--- config.mk ---
export PLATFORM = sky130hd
export DESIGN_NAME = sysid_read_arbiter
export DESIGN_NICKNAME = d
export VERILOG_FILES = /design/src/rtl/sysid_arb_pkg.sv /design/src/rtl/rr_arbiter.sv /design/src/rtl/sysid_read_arbiter.sv
export SDC_FILE = /design/constraint.sdc
export NUM_CORES = 1
export LEC_CHECK = 0
export CORE_ASPECT_RATIO = 1.25
export CORE_MARGIN = 5
export CORE_UTILIZATION = 35
export DETAILED_ROUTE_END_ITERATION = 10
export MAX_ROUTING_LAYER = met4
export PLACE_DENSITY = 0.64
export RECOVER_POWER = 25
export SLEW_MARGIN = 5
export SYNTH_ARGS = -nofsm -noshare
export SYNTH_HDL_FRONTEND = slang
export SYNTH_SLANG_ARGS = --single-unit
--- constraint.sdc ---
create_clock -name clock -period 5.45 [get_ports clock]
set_input_delay 1.09 -clock clock [delete_from_list [all_inputs] [get_ports clock]]
set_output_delay 1.09 -clock clock [all_outputs]
set_load 0.02 [all_outputs]
--- src/rtl/sysid_arb_pkg.sv ---
// Shared constants for the system-ID read arbiter.
// Address map of the sysid slave and counter sizing.
package sysid_arb_pkg;

  localparam logic SYSID_ADDR_ID        = 1'b0;
  localparam logic SYSID_ADDR_TIMESTAMP = 1'b1;
  localparam int   NUM_MASTERS_MAX      = 8;
  localparam int   BUSY_CNT_W           = 16;

endpackage

--- src/rtl/rr_arbiter.sv ---
// Rotating-priority encoder: first requester at or after ptr wins.
// Produces a one-hot grant plus its index.
module rr_arbiter
  import sysid_arb_pkg::*;
#(
  parameter int N  = 3,
  parameter int PW = $clog2(N)
) (
  input  logic [N-1:0]  req,
  input  logic [PW-1:0] ptr,
  output logic [N-1:0]  grant,
  output logic [PW-1:0] grant_idx,
  output logic          grant_vld
);

  always_comb begin : scan
    int j;
    logic [PW-1:0] jj;
    grant     = '0;
    grant_idx = '0;
    grant_vld = 1'b0;
    j         = 0;
    jj        = '0;
    for (int k = 0; k < N; k++) begin
      j = int'(ptr) + k;
      if (j >= N) j = j - N;
      jj = PW'(j);
      if (!grant_vld && req[jj]) begin
        grant[jj] = 1'b1;
        grant_idx = jj;
        grant_vld = 1'b1;
      end
    end
  end

endmodule

--- src/rtl/sysid_read_arbiter.sv ---
// Round-robin share of the sysid slave among several read masters.
// One read per cycle; response registered with a one-cycle strobe.
module sysid_read_arbiter
  import sysid_arb_pkg::*;
#(
  parameter int NUM_MASTERS = 3,
  parameter int DATA_W      = 32
) (
  input  logic                  clock,
  input  logic                  reset_n,
  input  logic [NUM_MASTERS-1:0] m_read,
  input  logic [NUM_MASTERS-1:0] m_address,
  output logic [NUM_MASTERS-1:0] m_waitrequest,
  output logic [NUM_MASTERS-1:0] m_readdatavalid,
  output logic [DATA_W-1:0]     m_readdata,
  output logic                  s_address,
  input  logic [DATA_W-1:0]     s_readdata,
  output logic [BUSY_CNT_W-1:0] busy_cycles
);

  localparam int PW = $clog2(NUM_MASTERS);

  logic [NUM_MASTERS-1:0] req;
  logic [NUM_MASTERS-1:0] grant;
  logic [PW-1:0]          gidx;
  logic                   gvld;
  logic                   multi;

  logic [PW-1:0]          rr_ptr_q, rr_ptr_d;
  logic [NUM_MASTERS-1:0] rvalid_q, rvalid_d;
  logic [DATA_W-1:0]      rdata_q, rdata_d;
  logic [BUSY_CNT_W-1:0]  busy_q, busy_d;

  // No grant while in reset, so waitrequest simply mirrors m_read.
  assign req = m_read & {NUM_MASTERS{reset_n}};

  rr_arbiter #(
    .N  (NUM_MASTERS),
    .PW (PW)
  ) u_rr (
    .req       (req),
    .ptr       (rr_ptr_q),
    .grant     (grant),
    .grant_idx (gidx),
    .grant_vld (gvld)
  );

  assign m_waitrequest   = m_read & ~grant;
  assign s_address       = gvld ? m_address[gidx] : SYSID_ADDR_ID;
  assign m_readdatavalid = rvalid_q;
  assign m_readdata      = rdata_q;
  assign busy_cycles     = busy_q;

  always_comb begin
    rr_ptr_d = rr_ptr_q;
    if (gvld) begin
      rr_ptr_d = (gidx == PW'(NUM_MASTERS - 1)) ? '0 : gidx + PW'(1);
    end
    rvalid_d = grant;
    rdata_d  = gvld ? s_readdata : rdata_q;
    multi    = |(m_read & (m_read - NUM_MASTERS'(1)));
    busy_d   = busy_q;
    if (multi && busy_q != '1) begin
      busy_d = busy_q + BUSY_CNT_W'(1);
    end
  end

  always_ff @(posedge clock or negedge reset_n) begin
    if (!reset_n) begin
      rr_ptr_q <= '0;
      rvalid_q <= '0;
      rdata_q  <= '0;
      busy_q   <= '0;
    end else begin
      rr_ptr_q <= rr_ptr_d;
      rvalid_q <= rvalid_d;
      rdata_q  <= rdata_d;
      busy_q   <= busy_d;
    end
  end

endmodule

==> impl_metrics.toml <==
[outcome]
outcome = "finished with violations"
failed_checks = "max-capacitance violations, max-slew violations"

[die]
row_count = 35
die-area_sq_um = 9240
io_pins = 95
die_h_microns = 106
initial_core_util_pct = 35.4
design.core.area_sq_um = 7310
die_x_microns = 87.0

[clocking]
tritoncts = "done"
clkTransAtPathRegs_ps = 90
cts_sinks = 53
insertion_delay_ps = 300
cts_setup_buffers = 0
cts_max_level = 2
cts_buffers = 5
clk_path_buf_depth = 2
ctsHoldBuffers = 0
cts_root_buf = "clkbuf_8"
ctsResizeCount = 0

[critical_path]
crit_path_max_fanout = 21
r2r_cells = 7
cp.arrival_ps = 3420
cp.required_ps = 4360
worstSetupStartpointType = "input pin"
r2r-start = "rr_ptr_q[0]$_DFFE_PN0P_"
r2r-end = "m_readdata[4]$_DFFE_PN0P_"
r2r_slack_ps = 2990
path_class = "input pin to output pin"
endpoint_kind = "output pin"

[final_layout]
nets = 336
mostFrequentLayoutCell = "clkdlybuf4s50_1"
post-route-cell-area_sq_um = 3660
area_growth_syn_to_layout_pct = 41.1
mostFrequentLayoutCells = "clkdlybuf4s50_1, dfrtp_1, mux2_4"
drive_above_1_share_pct = 16.8
n_fill_cell = 654
diodes = 0

[timing]
fmax_mhz = 222
fin_crit_sh_pct = 82.8
report.final.hold_viol_count = 0
whs_ps = 502
slew_headroom_pct = -6.88
tns_ps = 0
worst_pin_slew_ps = 1600
rsz0062_at_grt = "false"
finalClockSkew_ps = 4.04
slew_viol_final = 31
setup_ws_ps = 936
fin_crit_ps = 4510
finalSetupViolCount = 0

[logic_synthesis]
synth_cell_types = 41
syn_area_per_cell_sq_um = 13.3
syn-instance-count = 195
synth_area_leaders = "dfrtp_1, mux2_4, mux2_2"
netlist_area_sq_um = 2590
synth-seq-cells = 53
synth.net_count = 240
synth.top_cell.area_share_pct = 51.2
synth_edf_count = 0
ys.flop_type = "dfrtp_1"
ys_warn_count = 0
ys_async_sr_fraction_pct = 100
synth_seq_area_share_pct = 51.2
yosys.area.top_type = "dfrtp_1"

[drt]
drtIter0Drc = 86
via_count = 1841
drc = 0
first_pass_iters = 4
routedWlPerCell_microns = 15.0
wl_microns = 5730
postRouteAntennaNets = 0
via_per_inst = 4.81

[hold_path]
hp-start = "busy_cycles[10]$_DFFE_PN0P_"
min_to = "busy_cycles[10]$_DFFE_PN0P_"
whs_path_depth = 1
min_path_type = "flop to flop"

[placement]
place_ws_ps = 983
globalplace.congestion = 0.827
place_hpwl_microns = 4430
placed_area_sq_um = 3570
port_buffers = 94

[pwr]
vdd_ir_drop_max_mv = 0.537
cellLeakagePower_nw = 1.61
p_clk_share_pct = 10.5
swShare_pct = 37.4
p_int_mw = 1.32
switchingPower_mw = 0.790
p_per_area_nw_per_um2 = 577
p_seq_share_pct = 31.4
combPwrFrac_pct = 58.1

[grt]
grt_pass1_vias = 1817
grt_pass1_wl_microns = 9400
grt_max_degree = 36
grt_overflow = 0
antenna_found_initial = 0
grtUsageTotal_pct = 13.1

[job]
maxCapViolations = 1
==> state kept, by name (all words and copies together), names as in the netlist <==
register and flops:
m_readdata 32, rr_ptr_q 2, busy_cycles 16, m_readdatavalid 3
==> cells by family (layout without fill, tap and decap cells) <==
| logic type | Yosys count | count (layout) | synth area share, % |
|---|---|---|---|
| AO/OA/AOI/OAI | 27 | 27 | 7.29 |
| XOR/XNOR | 12 | 12 | 4.05 |
| adder cells (fa/ha/maj) | 6 | 6 | 2.80 |
| buffers and inverters | 15 | 111 | 4.63 |
| flip-flops | 53 | 53 | 51.2 |
| multiplexers | 39 | 39 | 20.6 |
| AND/OR/NAND/NOR | 43 | 43 | 9.46 |
==> synthesized netlist by cell type (4+ instances only) <==
cell type  number
dfrtp_1        53
mux2_4         26
nand2_1         9
mux2_2          8
nor2_1          8
inv_1           7
xor2_1          7
ha_1            5
xnor2_1         5
a31oi_1         4
and3_1          4
and4_1          4
buf_6           4
mux2i_1         4
nand4_1         4
o21ai_0         4
==> how the worst max path moves through the flow <==
| stage | from | to | slack [ps] | cells past startpoint |
|---|---|---|---|---|
| 6_report | reset_n | m_waitrequest[1] | 940 | 6 |
| 4_1_cts | m_read[1] | s_address | 970 | 6 |
| 2_1_floorplan | m_read[1] | s_address | 1880 | 5 |
| 5_1_grt | reset_n | s_address | 600 | 7 |
| 3_5_place_dp | m_read[1] | s_address | 980 | 6 |
| 3_3_place_gp | m_read[1] | s_address | 1000 | 6 |
==> through the flow <==
stage	total power [mW]	utilization, %	std cells
finish	2.11	50.0	383
global route	2.24	50.0	383
CTS	2.15	50.1	383
detailed placement	1.91	48.9	376
global placement	1.90	48.9	376
floorplan	1.50	-	195
==> metal layers <==
layer / global-route usage (%) / wire, microns / part of all wire (%)
met3: 2.25 / 297 / 5.2
met4: 4.34 / 86 / 1.5
met2: 20.8 / 2830 / 49
met5: - / 0 / 0
met1: 16.8 / 2520 / 44
==> power by group through the flow <==
stage / combinational [mW] / clock, mW / sequential, mW
after floorplan: 0.647 / 0 / 0.856
after global placement: 1.23 / 0 / 0.668
after detailed placement: 1.24 / 0 / 0.672
after CTS: 1.25 / 0.236 / 0.666
after global routing: 1.30 / 0.247 / 0.691
final: 1.23 / 0.221 / 0.663
==> worst max-delay path: stages <==
cell and delay, ps:
clkbuf_1 730, nand2b_1 200, o21ai_2 280, mux2_2 380
nor2b_1 120, clkdlybuf4s50_1 620
==> area by class of cell <==
class / count / area, sq um / share of cell area (%)
Inverter: 7 / 26.3 / 0.718
Sequential cell: 53 / 1330 / 36.3
Clock buffer: 6 / 82.6 / 2.26
Multi-Input combinational cell: 127 / 1150 / 31.4
Timing Repair Buffer: 97 / 953 / 26.1
Clock inverter: 1 / 7.51 / 0.205
Tap cell: 92 / 115 / 3.15
Power figures use the tool's default switching activity.
